### config.mk
export PLATFORM = sky130hd
export DESIGN_NAME = rr_arbiter_4to1
export DESIGN_NICKNAME = d
export VERILOG_FILES = /design/src/rtl/rr_arbiter_4to1.sv
export SDC_FILE = /design/constraint.sdc
export NUM_CORES = 1
export LEC_CHECK = 0
export CAP_MARGIN = 20
export CORE_MARGIN = 8
export CORE_UTILIZATION = 41
export CTS_BUF_LIST = sky130_fd_sc_hd__clkbuf_4
export DETAILED_ROUTE_END_ITERATION = 16
export PLACE_DENSITY_LB_ADDON = 0.3
export REMOVE_ABC_BUFFERS = 1
export SLEW_MARGIN = 15
export SYNTH_ARGS = -nofsm -noshare
export SYNTH_HDL_FRONTEND = slang
export SYNTH_SLANG_ARGS = --single-unit
### constraint.sdc
create_clock -name clk -period 7 [get_ports clk]
set_input_delay 1.4 -clock clk [delete_from_list [all_inputs] [get_ports clk]]
set_output_delay 1.4 -clock clk [all_outputs]
set_load 0.05 [all_outputs]
### src/rtl/rr_arbiter_4to1.sv
// Four-requester round-robin arbiter with a registered output stage.
// The winning requester's word and 2-bit source code are captured on a valid/ready handshake.
module rr_arbiter_4to1 #(
  parameter int unsigned DATA_WIDTH = 32,
  parameter int unsigned CNT_WIDTH  = 16
) (
  input  logic                  clk,
  input  logic                  rst_n,
  input  logic [DATA_WIDTH-1:0] A,
  input  logic [DATA_WIDTH-1:0] B,
  input  logic [DATA_WIDTH-1:0] C,
  input  logic [DATA_WIDTH-1:0] D,
  input  logic [3:0]            in_valid,
  output logic [3:0]            in_ready,
  output logic [DATA_WIDTH-1:0] out_data,
  output logic [1:0]            out_src,
  output logic                  out_valid,
  input  logic                  out_ready,
  output logic [CNT_WIDTH-1:0]  xfer_cnt
);

  logic [1:0]            ptr_q;
  logic [1:0]            winner;
  logic [1:0]            idx;
  logic                  found;
  logic                  load;
  logic [DATA_WIDTH-1:0] sel_data;

  // Scan ptr, ptr+1, ptr+2, ptr+3; the 2-bit index wraps naturally.
  always_comb begin
    winner = 2'd0;
    found  = 1'b0;
    idx    = 2'd0;
    for (int k = 0; k < 4; k++) begin
      idx = ptr_q + 2'(k);
      if (!found && in_valid[idx]) begin
        winner = idx;
        found  = 1'b1;
      end
    end
  end

  always_comb begin
    sel_data = '0;
    unique case (winner)
      2'd0: sel_data = A;
      2'd1: sel_data = B;
      2'd2: sel_data = C;
      2'd3: sel_data = D;
      default: sel_data = '0;
    endcase
  end

  // Gating with rst_n keeps every handshake from completing during reset.
  assign load = rst_n && (!out_valid || out_ready) && found;

  always_comb begin
    in_ready = 4'b0000;
    if (load) begin
      in_ready[winner] = 1'b1;
    end
  end

  always_ff @(posedge clk or negedge rst_n) begin
    if (!rst_n) begin
      out_valid <= 1'b0;
      out_data  <= '0;
      out_src   <= 2'd0;
      ptr_q     <= 2'd0;
      xfer_cnt  <= '0;
    end else begin
      if (load) begin
        out_data  <= sel_data;
        out_src   <= winner;
        out_valid <= 1'b1;
        ptr_q     <= winner + 2'd1;
      end else if (out_valid && out_ready) begin
        out_valid <= 1'b0;
      end
      if (out_valid && out_ready) begin
        xfer_cnt <= xfer_cnt + 1'b1;
      end
    end
  end

endmodule

Yosys cells after proc, flatten, opt, wreduce, memory -nomap -nowiden
Index checks and enable logic that the tools add are counted. Widths: inputs -> output; s select.

Bits of input ports: 135. Logic and storage cells: 55. Output and inout port bits: 55. Flip-flop bits (word level): 53.

Equal/unequal tests: 3. $add $sub $neg: 5. Order comparisons: 6. Muxes and demuxes: 22. Reductions and logical operators: 14.

Operators with widths (number): $pmux 32 s4 (1); $add 16x1->16 const B (1); $lt 2x3->1 const B (5); $mux 1 (11); $bmux 1 s2 (4); $mux 2 (4); $logic_and 1x1->1 (7); $add 2x1->2 const B (2); $add 2x2->2 const B (2); $eq 2x2->1 const B (2); $logic_not 1->1 (4); $mux 4 (1); $demux 1 s2 (1); $eq 2x1->1 const B (1); $ge 2x1->1 const B (1); $logic_not 2->1 (1); $reduce_bool 2->1 (1); $logic_or 1x1->1 (1).

Logic depth before layout (Yosys ltp)
Gate-level depths: netlist of the first run.

Depth in word-level cells: 17. Gate-level depth with buffers: 10. Mapped depth without buffers: 8.

Least setup slack after synthesis of the first run
Ideal clock, no wire load.

Kind: in2out. From: in in_valid[2]. To: out in_ready[1]. Cell stages on the path: 7. Path slack: 2.319 ns. Data arrival time: 3.281 ns. Required time: 5.600 ns. Buffers on the path: 2. Cells stage by stage: mux2_2 > a221oi_1 > and2_1 > ha_1 > clkbuf_1 > clkbuf_1 > and2_1.

Cells in the longest elaborated chain, start to end: 17. Elaborated cells on any way between the ends: 29. Those cells by class: order compare: 2; mux: 19; reduce/logical: 8.

Ends and longest elaborated chain: start, declared (line 13) `input logic [3:0] in_valid,`; $bmux 1 s2 (line 36) `if (!found && in_valid[idx]) begin`; $mux 1 (implied by the code) (line 36); $mux 1 (line 36); $logic_not 1->1 (line 36); $logic_and 1x1->1 (line 36); $mux 1 (line 36); $logic_not 1->1 (line 36); $logic_and 1x1->1 (line 36); (+2 left out); $logic_and 1x1->1 (line 36); $mux 2 (*) (line 36); named net winner[0] (line 23) `logic [1:0] winner;`; $lt 2x3->1 (implied by the code) or $ge 2x1->1 (tied branches) (line 60) `in_ready[winner] = 1'b1;`; $logic_and 1x1->1 (implied by the code) (line 60); $mux 1 (implied by the code) (line 60); $demux 1 s2 (*) (line 60); $mux 4 (*) (line 59) `if (load) begin`; end, declared (line 14) `output logic [3:0] in_ready,`.

The timed path passes the listed nets; every way through them passes the cells marked *. The select of a mux whose other input is x is not followed.

Worst setup path in the final report of the first run
From: in in_valid[0]. To: out in_ready[3].

Same word-level chain as after synthesis.

==> qor_table.md, run 1 <==
| Result | Reported |
| --- | --- |
| Fin worst setup slack | 1.214 ns |
| Maximum count of clock buffers along a single path | 2 |
| Area growth from synthesis to layout | 66.21% |
| Status | complete, no violations |
| Number of flip-flops and latches in the synthesized netlist | 53 |
| Insertion delay to the later sink of the worst-skew pair | 0.35 ns |
| Max-cap violation count | 0 |
| IR drop worst, VDD | 326.0 uV |
| Final Max Slew Viols | 0 |
| Final weighted congestion of routability-driven global placement | 0.8061 |
| Pwr dens | 364.1 nW/um^2 |
| Setup crit start kind | input pin |
| Largest fanout of any net on the critical path | 33 |
| First-pass GRT wire length | 16790 um |
| R2R cell count | 8 |
| Leakage component of the power | 2.306 nW |
| Die Footprint | 10390 sq um |
| Post CTS Setup Buffer Count | 0 |
| Hold Violations, Final | 0 |
| Initial cell density of the core | 41.99% |
| Post-DRT Antenna Nets | 0 |
| Relative slew slack | 54.06% |
| Share of the clock period used by the worst path after layout | 82.65% |
| Maximum number of pins on one net before global-route repair | 65 |
| Worst Hold Margin | 0.4892 ns |
| Global-route usage over all layers | 20.30% |
| Setup tns final | 0 ns |
| Port Buffer Count | 189 |
| Residual DRC count | 0 |
| IO Pins | 190 |
| Number of filler cells placed in the layout | 565 |
| Post-synthesis instance total | 320 |
| Clock sinks | 53 |
| Launching point of the worst reg2reg path | ptr_q[1] |
| Non-Filler Instances | 593 |
| Cts-stage hold buffer count | 0 |
| Number of vias per cell after detailed routing | 5.344 |
| Clock root buffer | sky130_fd_sc_hd__clkbuf_4 |
| WP data required | 5.60 ns |
| Inserted Clock Buffers | 5 |
| Worst path max stage delay | 0.81 ns |
| Kind of end point of the critical path | output port |
| Cells along the critical path | clkdlybuf4s50_1, mux2_2, a221oi_1, and2_1, ha_1, buf_4, and2_1, clkdlybuf4s50_1 |
| Finish-stage setup viols | 0 |
| Slowest library cell on the worst path | sky130_fd_sc_hd__clkdlybuf4s50_1 |
| Number of instances in the placed design | 586 |
| CTS tree | done |
| Total inserted antenna cells | 0 |
| Post-route core utilization | 69.79% |
| Clock slew at reported path FFs | 0.12 ns |
| Site row count | 31 |
| Highest attainable clock frequency | 172.8 MHz |
| Average size of a mapped cell | 9.466 sq um |
| Count of distinct cell types in the synthesized netlist | 30 |
| Top Family by Delay on Critical Path | buffers and inverters |
| CP Launch Point | in_valid[0] |
| Total number of vias | 3169 |
| Worst slew pin tran | 0.6891 ns |
| Endpoint of the most critical setup path | in_ready[3] |
| Reg2Reg Setup Slack | 4.21 ns |
| Share of synthesized area occupied by flip-flops and latches | 43.78% |
| Total routed wirelength | 11010 um |
| Core footprint | 7214 sq um |
| R2R Path End | out_data[5] |
| Vias in the first global route | 3337 |
| Crit path buffers/inverters | 3 |
| Worst hold path class | reg2reg |
| Initial DRT Pass Iterations | 4 |
| Remaining Overflow, GRT | 0 |
| Critical path class | in2out |
| Height of the chip | 102.0 um |
| Minimum setup slack after placement | 1.221 ns |
| Synth Warn # | 0 |
| Antenna violations before repair | 0 |
| Final nets | 635 |
| Post-cts gate resize count | 0 |
| Wirelength per Cell | 18.56 um |
| Share of final-layout standard cells stronger than drive strength 1 | 3.846% |
| RSZ-0062 raised after global routing | no |
| Clock Skews | 0.01519 ns |
| Count of cell instances traversed by the critical path | 8 |
| Worst path arrival time | 4.39 ns |
| Detail Placement HPWL | 8462 um |
| H-tree levels | 2 |
| Die Wd | 102.0 um |
| Detailed Route Iter0 Violations | 111 |
| Clock period minus worst slack | 5.786 ns |
| Mapped cell area | 3029 sq um |
[metrics by stage]
stage / power [mW] / instance area (sq um)
after global placement: 1.653 / 4952
after floorplan: 1.230 / 2902
after CTS: 1.845 / 5025
after global routing: 1.936 / 5035
after detailed placement: 1.680 / 4952
final: 1.833 / 5035
[synthesized netlist by cell type]
cell	count	share of area (%)
sky130_fd_sc_hd__dfrtp_1	53	44
sky130_fd_sc_hd__a21oi_1	36	5.9
sky130_fd_sc_hd__inv_1	36	4.5
sky130_fd_sc_hd__a221oi_1	33	9.5
sky130_fd_sc_hd__a21o_1	32	7.9
sky130_fd_sc_hd__a22oi_1	32	7.9
sky130_fd_sc_hd__clkbuf_1	16	2.0
sky130_fd_sc_hd__nand2_1	13	1.6
sky130_fd_sc_hd__xnor2_1	9	2.6
sky130_fd_sc_hd__and2_1	6	1.2
sky130_fd_sc_hd__ha_1	6	2.5
sky130_fd_sc_hd__nand3_1	6	0.99
sky130_fd_sc_hd__nor2_1	6	0.74
sky130_fd_sc_hd__xor2_1	6	1.7
sky130_fd_sc_hd__buf_4	4	0.99
sky130_fd_sc_hd__and3_1	3	0.62
sky130_fd_sc_hd__buf_1	3	0.37
sky130_fd_sc_hd__buf_2	3	0.50
sky130_fd_sc_hd__nor4_1	3	0.62
sky130_fd_sc_hd__mux2_2	2	0.74
sky130_fd_sc_hd__nand2b_1	2	0.41
sky130_fd_sc_hd__nand4_1	2	0.41
sky130_fd_sc_hd__buf_6	1	0.37
sky130_fd_sc_hd__mux2_4	1	0.50
sky130_fd_sc_hd__nand3_2	1	0.33
sky130_fd_sc_hd__nor3_1	1	0.17
sky130_fd_sc_hd__o21a_1	1	0.25
sky130_fd_sc_hd__o21ai_1	1	0.17
sky130_fd_sc_hd__o22ai_1	1	0.21
sky130_fd_sc_hd__or4_4	1	0.37
[placed cells by master (no fill, tap or decap)]
cell type                           n
sky130_fd_sc_hd__ha_4               1
sky130_fd_sc_hd__mux2_2             2
sky130_fd_sc_hd__clkdlybuf4s50_1  188
sky130_fd_sc_hd__ha_1               5
sky130_fd_sc_hd__mux2_4             1
sky130_fd_sc_hd__a21o_1            32
sky130_fd_sc_hd__nor2_1             6
sky130_fd_sc_hd__a22oi_1           32
sky130_fd_sc_hd__nand3_2            1
sky130_fd_sc_hd__buf_2              1
sky130_fd_sc_hd__clkbuf_4           5
sky130_fd_sc_hd__and2_1             6
sky130_fd_sc_hd__xor2_1             6
sky130_fd_sc_hd__nand3_1            6
sky130_fd_sc_hd__o22ai_1            1
sky130_fd_sc_hd__bufinv_16          1
sky130_fd_sc_hd__nor3_1             1
sky130_fd_sc_hd__o21a_1             1
sky130_fd_sc_hd__inv_1             36
sky130_fd_sc_hd__nand2b_1           2
sky130_fd_sc_hd__xnor2_1            9
sky130_fd_sc_hd__o21ai_1            1
sky130_fd_sc_hd__and3_1             3
sky130_fd_sc_hd__or4_4              1
sky130_fd_sc_hd__buf_4              5
sky130_fd_sc_hd__dfrtp_1           53
sky130_fd_sc_hd__clkinv_2           1
sky130_fd_sc_hd__nand2_1           13
sky130_fd_sc_hd__nand4_1            2
sky130_fd_sc_hd__a221oi_1          33
sky130_fd_sc_hd__nor4_1             3
sky130_fd_sc_hd__a21oi_1           36
[cell type report]
type / count / area (sq um) / area share, %
multi-input cells: 204 / 1453 / 28.85
flip-flops and latches: 53 / 1326 / 26.34
inverters: 36 / 135.1 / 2.684
well taps: 99 / 123.9 / 2.460
clock inverters: 2 / 35.03 / 0.6958
clock buffers: 5 / 37.54 / 0.7455
repair buffers: 194 / 1924 / 38.22
[flip-flops by register name (all words and copies together), names as in the netlist]
name,flops
xfer_cnt,16
out_src,2
out_valid,1
ptr_q,2
out_data,32
[power by group]
part,leakage (nW),total [mW],switching [mW],internal [mW]
Sequential,0.665,0.498,0.0774,0.420
Combinational,1.60,1.17,0.741,0.433
Clock,0.0410,0.161,0.0881,0.0729
Total,2.31,1.83,0.907,0.927
[worst min path at each step]
stage / cells past startpoint / from / endpoint / slack [ns]
finish: 1 / out_data[29] / out_data[29] / 0.49
CTS: 1 / out_data[29] / out_data[29] / 0.50
global placement: 1 / out_data[24] / out_data[24] / 0.46
detailed placement: 1 / out_data[1] / out_data[1] / 0.46
floorplan: 2 / ptr_q[0] / ptr_q[0] / 0.52
global route: 1 / out_data[15] / out_data[15] / 0.51
[routing by layer]
| metal | up-vias | part of all wire [%] | wire [um] | GRT usage (%) |
|---|---|---|---|---|
| li1 | 1514 | - | - | - |
| met2 | 145 | 50 | 5476 | 34.46 |
| met3 | 6 | 11 | 1218 | 6.403 |
| met5 | - | 0 | 0 | 0 |
| met1 | 1504 | 38 | 4237 | 24.59 |
| met4 | 0 | 0.69 | 76 | 4.402 |
[logic make-up after synthesis]
family | count (synthesis) | synth area share (%)
AOI/OAI and AO/OA | 136 | 31.97
xor gates and xnor gates | 15 | 4.337
adders and majority gates | 6 | 2.478
buffers and inverters | 63 | 8.674
DFF | 53 | 43.78
muxes | 3 | 1.239
and+or+nand+nor | 44 | 7.518
Power figures use the tool's default switching activity.
==> inputs of run 2 (changes only) <==
--- a/config.mk
+++ b/config.mk
@@ -7,7 +7,7 @@
 export LEC_CHECK = 0
 export CAP_MARGIN = 20
 export CORE_MARGIN = 8
-export CORE_UTILIZATION = 41
+export CORE_UTILIZATION = 34
 export CTS_BUF_LIST = sky130_fd_sc_hd__clkbuf_4
 export DETAILED_ROUTE_END_ITERATION = 16
 export PLACE_DENSITY_LB_ADDON = 0.3
==> constraint.sdc (replaced) <==
create_clock -name clk -period 4.9 [get_ports clk]
set_input_delay 0.98 -clock clk [delete_from_list [all_inputs] [get_ports clk]]
set_output_delay 0.98 -clock clk [all_outputs]
set_load 0.05 [all_outputs]
==> run 2 against run 1 <==
Net effect: first-iteration DRC count rose by 94%; clock-buffer cell count stayed put; register-to-register slack worse by 2.0 ns; cell count up 2.0%; sequential share of layout area down 0.43 points; global-route usage shrank 4.2 points; hold slack better by 0.0019 ns; final area increased by 1.7%; largest power group unchanged; highest routed layer unchanged.
==> qor_table.md, run 2 (same netlist as run 1, synthesis figures left out) <==
| Result | Reported | vs previous |
| --- | --- | --- |
| Wirelength per Cell | 17.24 um | was 18.56 um |
| Post-route core utilization | 58.98% | was 69.79% |
| Maximum count of clock buffers along a single path | 2 | unchanged |
| Startpoint of the tightest hold check path | out_data[26] | was out_data[29] |
| Multi-input logic area | 1443 sq um | was 1453 sq um |
| CTS tree | done | unchanged |
| Die Footprint | 12190 sq um | was 10390 sq um |
| Clock Skews | 0.01123 ns | was 0.01519 ns |
| Remaining Overflow, GRT | 0 | unchanged |
| Maximum number of pins on one net before global-route repair | 56 | was 65 |
| Antenna violations before repair | 1 | was 0 |
| Finish-stage setup viols | 0 | unchanged |
| Kind of end point of the critical path | output port | unchanged |
| Most prevalent standard cell on the critical path | sky130_fd_sc_hd__clkdlybuf4s50_1 |  |
| First-pass GRT wire length | 15840 um | was 16790 um |
| Top Family by Delay on Critical Path | buffers and inverters | unchanged |
| Insertion delay to the later sink of the worst-skew pair | 0.36 ns | was 0.35 ns |
| WP data required | 3.92 ns | was 5.60 ns |
| Worst path max stage delay | 0.70 ns | was 0.81 ns |
| Final Max Slew Viols | 0 | unchanged |
| Number of filler cells placed in the layout | 751 | was 565 |
| Setup tns final | 0 ns | unchanged |
| Number of instances in the placed design | 596 | was 586 |
| Cts-stage hold buffer count | 0 | unchanged |
| Site row count | 34 | was 31 |
| IO Pins | 190 | unchanged |
| Initial DRT Pass Iterations | 4 | unchanged |
| Core footprint | 8678 sq um | was 7214 sq um |
| Worst Hold Margin | 0.4910 ns | was 0.4892 ns |
| Clock root buffer | sky130_fd_sc_hd__clkbuf_4 | unchanged |
| Count of cell instances traversed by the critical path | 7 | was 8 |
| Non-Filler Instances | 605 | was 593 |
| Port Buffer Count | 189 | unchanged |
| Crit path buffers/inverters | 2 | was 3 |
| Relative slew slack | 49.24% | was 54.06% |
| Worst hold path class | reg2reg | unchanged |
| Most frequent cells in the layout | sky130_fd_sc_hd__clkdlybuf4s50_1, sky130_fd_sc_hd__dfrtp_1, sky130_fd_sc_hd__inv_1, sky130_fd_sc_hd__a21oi_1, sky130_fd_sc_hd__a221oi_1 | unchanged |
| Global-route usage over all layers | 16.13% | was 20.30% |
| Number of vias per cell after detailed routing | 5.155 | was 5.344 |
| Endpoint of the worst hold-timing path | out_data[26] | was out_data[29] |
| Fin worst setup slack | 0.5083 ns | was 1.214 ns |
| Reg2Reg Setup Slack | 2.22 ns | was 4.21 ns |
| Cells along the critical path | clkdlybuf4s50_1, mux2_2, a221oi_1, nand2_1, ha_1, and2_1, clkdlybuf4s50_1 | was clkdlybuf4s50_1, mux2_2, a221oi_1, and2_1, ha_1, buf_4, and2_1, clkdlybuf4s50_1 |
| Vias in the first global route | 3234 | was 3337 |
| Reg with most FFs | out_data | unchanged |
| Residual DRC count | 0 | unchanged |
| Clock slew at reported path FFs | 0.14 ns | was 0.12 ns |
| Cell area after layout | 5119 sq um | was 5035 sq um |
| Power Total | 2.678 mW | was 1.833 mW |
| Status | complete, no violations | unchanged |
| Most frequent standard cell in the layout excluding fill and tap cells | sky130_fd_sc_hd__clkdlybuf4s50_1 | unchanged |
| Setup crit start kind | input pin | unchanged |
| CP Launch Point | in_valid[0] | unchanged |
| Slowest library cell on the worst path | sky130_fd_sc_hd__clkdlybuf4s50_1 | unchanged |
| Die Wd | 110.4 um | was 102.0 um |
| Final nets | 636 | was 635 |
| Total routed wirelength | 10430 um | was 11010 um |
| RSZ-0062 raised after global routing | no | unchanged |
| Post-cts gate resize count | 0 | unchanged |
| Largest fanout of any net on the critical path | 5 | was 33 |
| Critical path class | in2out | unchanged |
| Max-cap violation count | 0 | unchanged |
| Worst hold path stage count | 1 | unchanged |
| R2R Path End | out_data[9] | was out_data[5] |
| Worst slew pin tran | 0.7545 ns | was 0.6891 ns |
| Height of the chip | 110.4 um | was 102.0 um |
| Post-DRT Antenna Nets | 0 | unchanged |
| Max FFs per register | 32 | unchanged |
| Share of final-layout standard cells stronger than drive strength 1 | 4.839% | was 3.846% |
| Share of the clock period used by the worst path after layout | 89.63% |  |
| Pwr dens | 523.2 nW/um^2 | was 364.1 nW/um^2 |
| Total number of vias | 3119 | was 3169 |
| Register area | 1326 sq um | unchanged |
| Cell area reported after detailed placement | 5014 sq um | was 4952 sq um |
| R2R cell count | 8 | unchanged |
| Largest regs | out_data (32), xfer_cnt (16) | unchanged |
| Inserted Clock Buffers | 5 | unchanged |
| Initial cell density of the core | 34.90% | was 41.99% |
| Area growth from synthesis to layout | 68.98% | was 66.21% |
| Detail Placement HPWL | 7995 um | was 8462 um |
| Final weighted congestion of routability-driven global placement | 0.7792 | was 0.8061 |
| Hold Violations, Final | 0 | unchanged |
| Highest attainable clock frequency | 227.7 MHz |  |
| Post CTS Setup Buffer Count | 0 | unchanged |
| Leakage component of the power | 2.341 nW | was 2.306 nW |
| Worst path arrival time | 3.41 ns | was 4.39 ns |
| Launching point of the worst reg2reg path | ptr_q[1] | unchanged |
| Minimum setup slack after placement | 0.4941 ns | was 1.221 ns |
| Clock period minus worst slack | 4.392 ns |  |
| Detailed Route Iter0 Violations | 215 | was 111 |
| H-tree levels | 2 | unchanged |
| IR drop worst, VDD | 372.3 uV | was 326.0 uV |
| Clock sinks | 53 | unchanged |
## run 2: changes by cell type in the layout (fill, tap and decap cells not counted)
cell,previous run,this run
sky130_fd_sc_hd__buf_12,0,4
sky130_fd_sc_hd__clkdlybuf4s50_1,188,185
sky130_fd_sc_hd__bufinv_16,1,2
sky130_fd_sc_hd__diode_2,0,1
sky130_fd_sc_hd__ha_2,0,1
sky130_fd_sc_hd__ha_4,1,0
## run 2: metal layers
| layer | part of all wire [%] | track usage, % | vias to the layer above |
|---|---|---|---|
| met2 | 50 | 28.30 | 114 |
| met3 | 10 | 6.395 | 8 |
| met4 | 0.85 | 3.711 | 0 |
| met5 | 0 | 0 | - |
| met1 | 38 | 17.92 | 1477 |
| li1 | - | - | 1520 |
## run 2: cell type report
class	count	share of cell area, %
Tap cell	108	2.640
Antenna cell	1	0.04889
Clock buffer	5	0.7333
Sequential cell	53	25.91
Multi-Input combinational cell	204	28.18
Clock inverter	3	1.271
Timing Repair Buffer	195	38.57
Inverter	36	2.640
## run 2: how the worst max path moves through the flow
stage / to
after global routing: in_ready[0]
after floorplan: in_ready[1]
after detailed placement: in_ready[0]
after CTS: in_ready[0]
final: in_ready[0]
after global placement: in_ready[0]
## run 2: power breakdown
part	leakage, nW	switching, mW	internal, mW
sequential	0.665	0.105	0.600
clock	0.0552	0.135	0.158
combinational	1.62	1.05	0.632
==> inputs of run 3 (changes only) <==
--- a/config.mk
+++ b/config.mk
@@ -5,13 +5,13 @@
 export SDC_FILE = /design/constraint.sdc
 export NUM_CORES = 1
 export LEC_CHECK = 0
-export CAP_MARGIN = 20
 export CORE_MARGIN = 8
 export CORE_UTILIZATION = 34
 export CTS_BUF_LIST = sky130_fd_sc_hd__clkbuf_4
 export DETAILED_ROUTE_END_ITERATION = 16
 export PLACE_DENSITY_LB_ADDON = 0.3
 export REMOVE_ABC_BUFFERS = 1
+export SKIP_LAST_GASP = 1
 export SLEW_MARGIN = 15
 export SYNTH_ARGS = -nofsm -noshare
 export SYNTH_HDL_FRONTEND = slang
==> results of run 3 <==
The final DEF is identical to that of run 2; final timing and power are the same.
